File: config.mk
export PLATFORM = sky130hd
export DESIGN_NAME = id_ex_stage
export DESIGN_NICKNAME = d
export VERILOG_FILES = /design/src/rtl/mips_pkg.sv /design/src/rtl/hazard_fwd_unit.sv /design/src/rtl/id_ex_stage.sv
export SDC_FILE = /design/constraint.sdc
export NUM_CORES = 1
export LEC_CHECK = 0
export CORE_MARGIN = 5
export CORE_UTILIZATION = 40
export CTS_CLUSTER_DIAMETER = 30
export DETAILED_ROUTE_END_ITERATION = 10
export PLACE_DENSITY = 0.95
export SLEW_MARGIN = 20
export SYNTH_ARGS = -nofsm -noshare
export SYNTH_HDL_FRONTEND = slang
export SYNTH_SLANG_ARGS = --single-unit
export TNS_END_PERCENT = 100
File: constraint.sdc
create_clock -name clk -period 4.9 [get_ports clk]
set_input_delay 0.49 -clock clk [delete_from_list [all_inputs] [get_ports clk]]
set_output_delay 0.49 -clock clk [all_outputs]
set_load 0.02 [all_outputs]
File: src/rtl/mips_pkg.sv
// Shared definitions for the ID/EX pipeline slice.
// Holds default datapath widths, control-bundle bit positions and the
// EX operand-forwarding select encoding.
package mips_pkg;

  localparam int DATA_W      = 32;
  localparam int REG_AW      = 5;
  localparam int CTRL_W      = 12;
  localparam int STALL_CNT_W = 16;

  // Control bundle bit positions
  localparam int CTRL_REG_WRITE  = 0;
  localparam int CTRL_MEM_READ   = 1;
  localparam int CTRL_MEM_WRITE  = 2;
  localparam int CTRL_MEM_TO_REG = 3;
  localparam int CTRL_ALU_SRC    = 4;
  localparam int CTRL_REG_DST    = 5;
  localparam int CTRL_ALU_OP_LO  = 6;
  localparam int CTRL_ALU_OP_HI  = 9;
  localparam int CTRL_BRANCH     = 10;
  localparam int CTRL_SPARE      = 11;

  // EX operand select
  typedef enum logic [1:0] {
    FWD_NONE = 2'b00,  // value latched in ID/EX
    FWD_WB   = 2'b01,  // MEM/WB write data
    FWD_MEM  = 2'b10   // EX/MEM ALU result
  } fwd_sel_e;

endpackage

File: src/rtl/hazard_fwd_unit.sv
// Combinational hazard / forwarding compare logic for the ID stage.
// Ports:
//   id_*            decoded ID instruction (indices, source-use flags, RF data)
//   ex_*            state of the instruction currently in ID/EX
//   mem_*           EX/MEM destination info
//   wb_*            MEM/WB write port
//   hz_o            load-use hazard against the instruction in EX
//   op_a_o/op_b_o   RF read data with same-cycle WB bypass applied
//   fwd_a_o/fwd_b_o next-cycle EX operand selects
// Register 0 is hard-wired zero, so it never matches anything here.
module hazard_fwd_unit #(
  parameter int DATA_W = mips_pkg::DATA_W,
  parameter int REG_AW = mips_pkg::REG_AW
) (
  input  logic                 id_valid_i,
  input  logic [REG_AW-1:0]    id_rs_i,
  input  logic [REG_AW-1:0]    id_rt_i,
  input  logic                 id_use_rs_i,
  input  logic                 id_use_rt_i,
  input  logic [DATA_W-1:0]    id_rd1_i,
  input  logic [DATA_W-1:0]    id_rd2_i,
  input  logic                 ex_valid_i,
  input  logic                 ex_mem_read_i,
  input  logic                 ex_reg_write_i,
  input  logic [REG_AW-1:0]    ex_rt_i,
  input  logic [REG_AW-1:0]    ex_dst_i,
  input  logic                 mem_regwrite_i,
  input  logic [REG_AW-1:0]    mem_rd_i,
  input  logic                 wb_regwrite_i,
  input  logic [REG_AW-1:0]    wb_rd_i,
  input  logic [DATA_W-1:0]    wb_data_i,
  output logic                 hz_o,
  output logic [DATA_W-1:0]    op_a_o,
  output logic [DATA_W-1:0]    op_b_o,
  output mips_pkg::fwd_sel_e   fwd_a_o,
  output mips_pkg::fwd_sel_e   fwd_b_o
);
  import mips_pkg::*;

  function automatic logic nz_eq(input logic [REG_AW-1:0] a, input logic [REG_AW-1:0] b);
    return (a != '0) && (a == b);
  endfunction

  // EX/MEM result is younger than MEM/WB data, so it wins.
  function automatic fwd_sel_e fwd_sel(input logic [REG_AW-1:0] src);
    if (ex_valid_i && ex_reg_write_i && nz_eq(ex_dst_i, src)) return FWD_MEM;
    if (mem_regwrite_i && nz_eq(mem_rd_i, src))               return FWD_WB;
    return FWD_NONE;
  endfunction

  logic rs_dep, rt_dep;
  assign rs_dep = id_use_rs_i && nz_eq(ex_rt_i, id_rs_i);
  assign rt_dep = id_use_rt_i && nz_eq(ex_rt_i, id_rt_i);
  assign hz_o   = id_valid_i && ex_valid_i && ex_mem_read_i && (rs_dep || rt_dep);

  // The register file writes on the same edge ID reads it, so pick up WB data here.
  assign op_a_o = (wb_regwrite_i && nz_eq(wb_rd_i, id_rs_i)) ? wb_data_i : id_rd1_i;
  assign op_b_o = (wb_regwrite_i && nz_eq(wb_rd_i, id_rt_i)) ? wb_data_i : id_rd2_i;

  assign fwd_a_o = fwd_sel(id_rs_i);
  assign fwd_b_o = fwd_sel(id_rt_i);

endmodule

File: src/rtl/id_ex_stage.sv
// ID/EX pipeline register with load-use stall detection, ID-side WB bypass
// and EX forwarding-select precompute.
// Ports:
//   clk, reset          rising-edge clock, synchronous active-high reset
//   id_*                decoded instruction from IF/ID
//   flush               redirect: kill the ID instruction
//   mem_*/wb_*          downstream destination info (wb_* is also the RF write port)
//   stall               combinational: hold PC and IF/ID this cycle
//   ex_*                ID/EX register contents
//   ex_fwd_a/ex_fwd_b   EX operand selects (00 latched, 01 WB, 10 MEM)
//   stall_cnt           saturating count of load-use bubbles
// The register itself never holds: a stall loads a bubble while IF/ID holds,
// so the stalled instruction is simply reloaded on the next edge.
module id_ex_stage #(
  parameter int DATA_W = mips_pkg::DATA_W,
  parameter int REG_AW = mips_pkg::REG_AW,
  parameter int CTRL_W = mips_pkg::CTRL_W
) (
  input  logic              clk,
  input  logic              reset,
  input  logic              id_valid,
  input  logic [REG_AW-1:0] id_rs,
  input  logic [REG_AW-1:0] id_rt,
  input  logic [REG_AW-1:0] id_rd,
  input  logic              id_use_rs,
  input  logic              id_use_rt,
  input  logic [DATA_W-1:0] id_rd1,
  input  logic [DATA_W-1:0] id_rd2,
  input  logic [DATA_W-1:0] id_imm,
  input  logic [CTRL_W-1:0] id_ctrl,
  input  logic              flush,
  input  logic              mem_regwrite,
  input  logic [REG_AW-1:0] mem_rd,
  input  logic              wb_regwrite,
  input  logic [REG_AW-1:0] wb_rd,
  input  logic [DATA_W-1:0] wb_data,
  output logic              stall,
  output logic              ex_valid,
  output logic [CTRL_W-1:0] ex_ctrl,
  output logic [DATA_W-1:0] ex_a,
  output logic [DATA_W-1:0] ex_b,
  output logic [DATA_W-1:0] ex_imm,
  output logic [REG_AW-1:0] ex_rt,
  output logic [REG_AW-1:0] ex_dst,
  output logic [1:0]        ex_fwd_a,
  output logic [1:0]        ex_fwd_b,
  output logic [15:0]       stall_cnt
);
  import mips_pkg::*;

  logic              valid_q, valid_d;
  logic [CTRL_W-1:0] ctrl_q, ctrl_d;
  logic [DATA_W-1:0] a_q, a_d, b_q, b_d, imm_q, imm_d;
  logic [REG_AW-1:0] rt_q, rt_d, dst_q, dst_d;
  fwd_sel_e          fwd_a_q, fwd_a_d, fwd_b_q, fwd_b_d;
  logic [STALL_CNT_W-1:0] stall_cnt_q, stall_cnt_d;

  logic              hz;
  logic [DATA_W-1:0] op_a, op_b;
  fwd_sel_e          fwd_a, fwd_b;

  hazard_fwd_unit #(.DATA_W(DATA_W), .REG_AW(REG_AW)) u_hfu (
    .id_valid_i     (id_valid),
    .id_rs_i        (id_rs),
    .id_rt_i        (id_rt),
    .id_use_rs_i    (id_use_rs),
    .id_use_rt_i    (id_use_rt),
    .id_rd1_i       (id_rd1),
    .id_rd2_i       (id_rd2),
    .ex_valid_i     (valid_q),
    .ex_mem_read_i  (ctrl_q[CTRL_MEM_READ]),
    .ex_reg_write_i (ctrl_q[CTRL_REG_WRITE]),
    .ex_rt_i        (rt_q),
    .ex_dst_i       (dst_q),
    .mem_regwrite_i (mem_regwrite),
    .mem_rd_i       (mem_rd),
    .wb_regwrite_i  (wb_regwrite),
    .wb_rd_i        (wb_rd),
    .wb_data_i      (wb_data),
    .hz_o           (hz),
    .op_a_o         (op_a),
    .op_b_o         (op_b),
    .fwd_a_o        (fwd_a),
    .fwd_b_o        (fwd_b)
  );

  // A flush already kills the instruction, so no stall is needed or counted.
  assign stall = hz & ~flush;

  always_comb begin
    valid_d     = 1'b0;
    ctrl_d      = '0;
    a_d         = '0;
    b_d         = '0;
    imm_d       = '0;
    rt_d        = '0;
    dst_d       = '0;
    fwd_a_d     = FWD_NONE;
    fwd_b_d     = FWD_NONE;
    stall_cnt_d = stall_cnt_q;
    if (stall && (stall_cnt_q != '1)) stall_cnt_d = stall_cnt_q + 1'b1;
    if (!(flush || stall)) begin
      valid_d = id_valid;
      ctrl_d  = id_valid ? id_ctrl : '0;
      a_d     = op_a;
      b_d     = op_b;
      imm_d   = id_imm;
      rt_d    = id_rt;
      dst_d   = id_ctrl[CTRL_REG_DST] ? id_rd : id_rt;
      fwd_a_d = fwd_a;
      fwd_b_d = fwd_b;
    end
  end

  always_ff @(posedge clk) begin
    if (reset) begin
      valid_q     <= 1'b0;
      ctrl_q      <= '0;
      a_q         <= '0;
      b_q         <= '0;
      imm_q       <= '0;
      rt_q        <= '0;
      dst_q       <= '0;
      fwd_a_q     <= FWD_NONE;
      fwd_b_q     <= FWD_NONE;
      stall_cnt_q <= '0;
    end else begin
      valid_q     <= valid_d;
      ctrl_q      <= ctrl_d;
      a_q         <= a_d;
      b_q         <= b_d;
      imm_q       <= imm_d;
      rt_q        <= rt_d;
      dst_q       <= dst_d;
      fwd_a_q     <= fwd_a_d;
      fwd_b_q     <= fwd_b_d;
      stall_cnt_q <= stall_cnt_d;
    end
  end

  assign ex_valid  = valid_q;
  assign ex_ctrl   = ctrl_q;
  assign ex_a      = a_q;
  assign ex_b      = b_q;
  assign ex_imm    = imm_q;
  assign ex_rt     = rt_q;
  assign ex_dst    = dst_q;
  assign ex_fwd_a  = fwd_a_q;
  assign ex_fwd_b  = fwd_b_q;
  assign stall_cnt = stall_cnt_q;

endmodule

==> summary.md <==
| Metric | Value |
|---|---|
| Multi-input combinational cell area | 0.002296 mm2 |
| Setup WS post-layout | 1.344 ns |
| Clock Latency Late Sink | 0.43 ns |
| Yosys cell types | 37 |
| Cell Int Power | 2.182 mW |
| # DRC | 0 |
| Peak VDD IR | 0.2061 mV |
| Area leader, netlist | dfxtp_1 |
| Layout Nets | 985 |
| Area growth syn-to-layout | 72.51% |
| Sw Pwr | 0.7078 mW |
| Vias in the first global route | 5,045 |
| Die width | 124.7 um |
| Core footprint | 0.01309 mm2 |
| Dpl hpwl | 14.79 mm |
| Vias per inst | 4.840 |
| Leak Pwr | 3.372 nW |
| Seq/Total Area, Yosys | 52.84% |
| Clk_skew | 0.01952 ns |
| CTS Hold Bufs | 0 |
| Effective utilization at floorplan | 40.25% |
| Slew @ Worst Pin | 0.9988 ns |
| Cell Count, Final, Fillers Out | 1,001 |
| Num CTS Buffers | 17 |
| Filler cells | 921 |
| CP Class | in2out |
| Ports | 313 |
| Routed len/inst | 18.79 um |
| CTS resizes | 0 |
| Htree depth | 4 |
| Unrepaired setup endpoints after global routing | no |
| PortBufs | 312 |
| Root buffer cell | clkbuf_16 |
| CTS tree | built |
| DRT antenna net count | 0 |
| Hold_ws | 0.5263 ns |
| Reg power frac | 41.0% |
| Vias | 4,845 |
| Clock Power Share | 45.0% |
| Gr usage total | 23.69% |
| Register area | 0.002783 mm2 |
| Seq cells post-synth | 139 |
| Slew HR | 33.20% |
| GP Congestion | 0.8321 |
| FMAX | 0.2812 GHz |
| Post-CTS Setup Inserts | 0 |
| Placed instance count | 968 |
| Avg Inst Size Synth | 10.41 um2 |
| Arr. time, crit path | 3.07 ns |
| Combinational share of power | 14.0% |
| Synth Instances | 506 |
| Setup TNS Final | 0 ns |
| Row cnt | 42 |
| Die H | 124.7 um |
| Top post-synthesis cells by area | dfxtp_1 53%, mux2i_1 13%, nor2_1 5.7% |
| First-iteration detailed-routing DRC count | 281 |
| Outcome | finished, final reports clean |
| Routed WL | 18.81 mm |
| Warnings from Yosys | 0 |
| Place WS | 1.354 ns |
| CP endpoint kind | output pin |
| Post-Synthesis Net Count | 680 |
| Worst min path class | reg2reg |
| Overall power | 2.889 mW |
| Final Hold Viols | 0 |
| Minimum clock period | 3.556 ns |
| Clock slew at reported path FFs | 0.06 ns |
| Pre-antenna DRT Iters | 6 |
| PwrDens | 318.1 mW/mm2 |
| Synth Cell Area | 0.005266 mm2 |
| Initial antenna violation count | 1 |
| Overflow after GRT | 0 |
| Critical Path Source Type | input port |
| Maximum buffer depth of the clock tree | 2 |
| Post-synth top area share | 52.84% |
| Clock sink total | 139 |
| Maxcap violations | 0 |
| First-pass GRT wire length | 28.20 mm |
| Die area | 0.01556 mm2 |
| Max Transition Viols Final | 0 |
| Fin crit share | 72.57% |
| Largest net degree at the start of global routing | 42 |
| Setup violators final | 0 |
| Crit path max fanout | 9 |
| Layout cells sized above 1 | 5.704% |
| Switching Fraction | 24.50% |
| Req. time, crit path | 4.41 ns |
## sequential cells by signal, indices dropped and copies added (netlist names)
signal,cells
ex_a,32
ex_b,32
ex_ctrl,12
ex_dst,5
ex_fwd_a,2
ex_fwd_b,2
ex_imm,32
ex_rt,5
ex_valid,1
stall_cnt,16
## power groups by stage
stage	Sequential, mW	Combinational (mW)	Clock, mW
after floorplan	1.26	0.104	0
after global placement	1.21	0.398	0
after detailed placement	1.21	0.405	0
after CTS	1.19	0.407	1.32
after global routing	1.19	0.429	1.37
final	1.19	0.404	1.30
## Yosys cell counts
| cell | number |
|---|---|
| a311oi_2 | 1 |
| a311oi_1 | 1 |
| o211ai_1 | 1 |
| o22ai_2 | 1 |
| nand4_1 | 9 |
| and3_1 | 18 |
| ha_1 | 1 |
| and2_1 | 40 |
| nor4_1 | 3 |
| nor2b_1 | 5 |
| nand2_2 | 1 |
| nor3_2 | 1 |
| xor2_1 | 19 |
| nand2_1 | 9 |
| nand3_1 | 9 |
| mux2i_1 | 70 |
| mux2_2 | 1 |
| nor3_1 | 6 |
| buf_6 | 8 |
| a21oi_1 | 6 |
| xnor2_1 | 27 |
| buf_1 | 1 |
| o31ai_1 | 2 |
| inv_1 | 3 |
| nand4_2 | 1 |
| buf_2 | 11 |
| clkbuf_1 | 8 |
| nor4_2 | 2 |
| or3_1 | 4 |
| buf_4 | 3 |
| o21ai_0 | 5 |
| dfxtp_1 | 139 |
| a31oi_1 | 1 |
| nor2_1 | 80 |
| o21ai_2 | 1 |
| o21ai_1 | 1 |
| or4_1 | 7 |
## per-stage QoR
stage | cell area, um2 | utilization [%]
floorplan | 5266 | -
global placement | 8483 | 64.83
detailed placement | 8483 | 64.83
CTS | 9082 | 69.41
global route | 9085 | 69.43
finish | 9085 | 69.43
## per-layer routing
layer,GRT usage [%],part of all wire [%]
met5,0,0
met4,8.769,1.9
met3,9.648,9.4
met2,43.16,53
met1,24.20,36
## cell type report
type	count	area share (%)
Multi-Input combinational cell	333	25.27
Inverter	3	0.1239
Tap cell	176	2.424
Clock inverter	14	1.763
Antenna cell	1	0.02754
Sequential cell	139	30.63
Clock buffer	18	4.834
Timing Repair Buffer	317	34.93
## logic make-up (layout without fill, tap and decap cells)
| logic type | Yosys count | after routing | synth area share, % |
|---|---|---|---|
| buffers and inverters | 34 | 352 | 4.039 |
| flip-flops | 139 | 139 | 52.84 |
| XOR/XNOR | 46 | 46 | 7.650 |
| adder cells (fa/ha/maj) | 1 | 1 | 0.2375 |
| AO/OA/AOI/OAI | 20 | 20 | 2.542 |
| multiplexers | 71 | 71 | 13.52 |
| other | 0 | 1 | 0 |
| AND/OR/NAND/NOR | 195 | 195 | 19.17 |
## critical path: stages
cell and delay, ns:
clkdlybuf4s50_1 0.68, xnor2_1 0.16, nand4_1 0.12, o22ai_2 0.38, nor2b_1 0.40, and2_1 0.21
clkdlybuf4s50_1 0.63
## final timing paths
path	startpoint	to	slack (ns)	depth (start not counted)
max	id_rt[4]	stall	1.34	7
min	stall_cnt[11]	stall_cnt[11]	0.53	2
max reg2reg	ex_rt[2]	ex_a[26]	2.21	7
min reg2reg	stall_cnt[11]	stall_cnt[11]	0.53	2
## cells in the final DEF (no fill, tap or decap), types with 3 or more instances in the layout
cell             count
a21oi_1              6
and2_1              40
and3_1              18
buf_4                4
clkbuf_16           17
clkdlybuf4s50_1    312
dfxtp_1            139
inv_1                3
inv_6                5
mux2i_1             70
nand2_1              9
nand3_1              9
nand4_1              9
nor2_1              80
nor2b_1              5
nor3_1               6
nor4_1               3
o21ai_0              5
or3_1                3
or4_1                7
xnor2_1             27
xor2_1              19
Note: power is estimated with default switching activity, not from simulation.
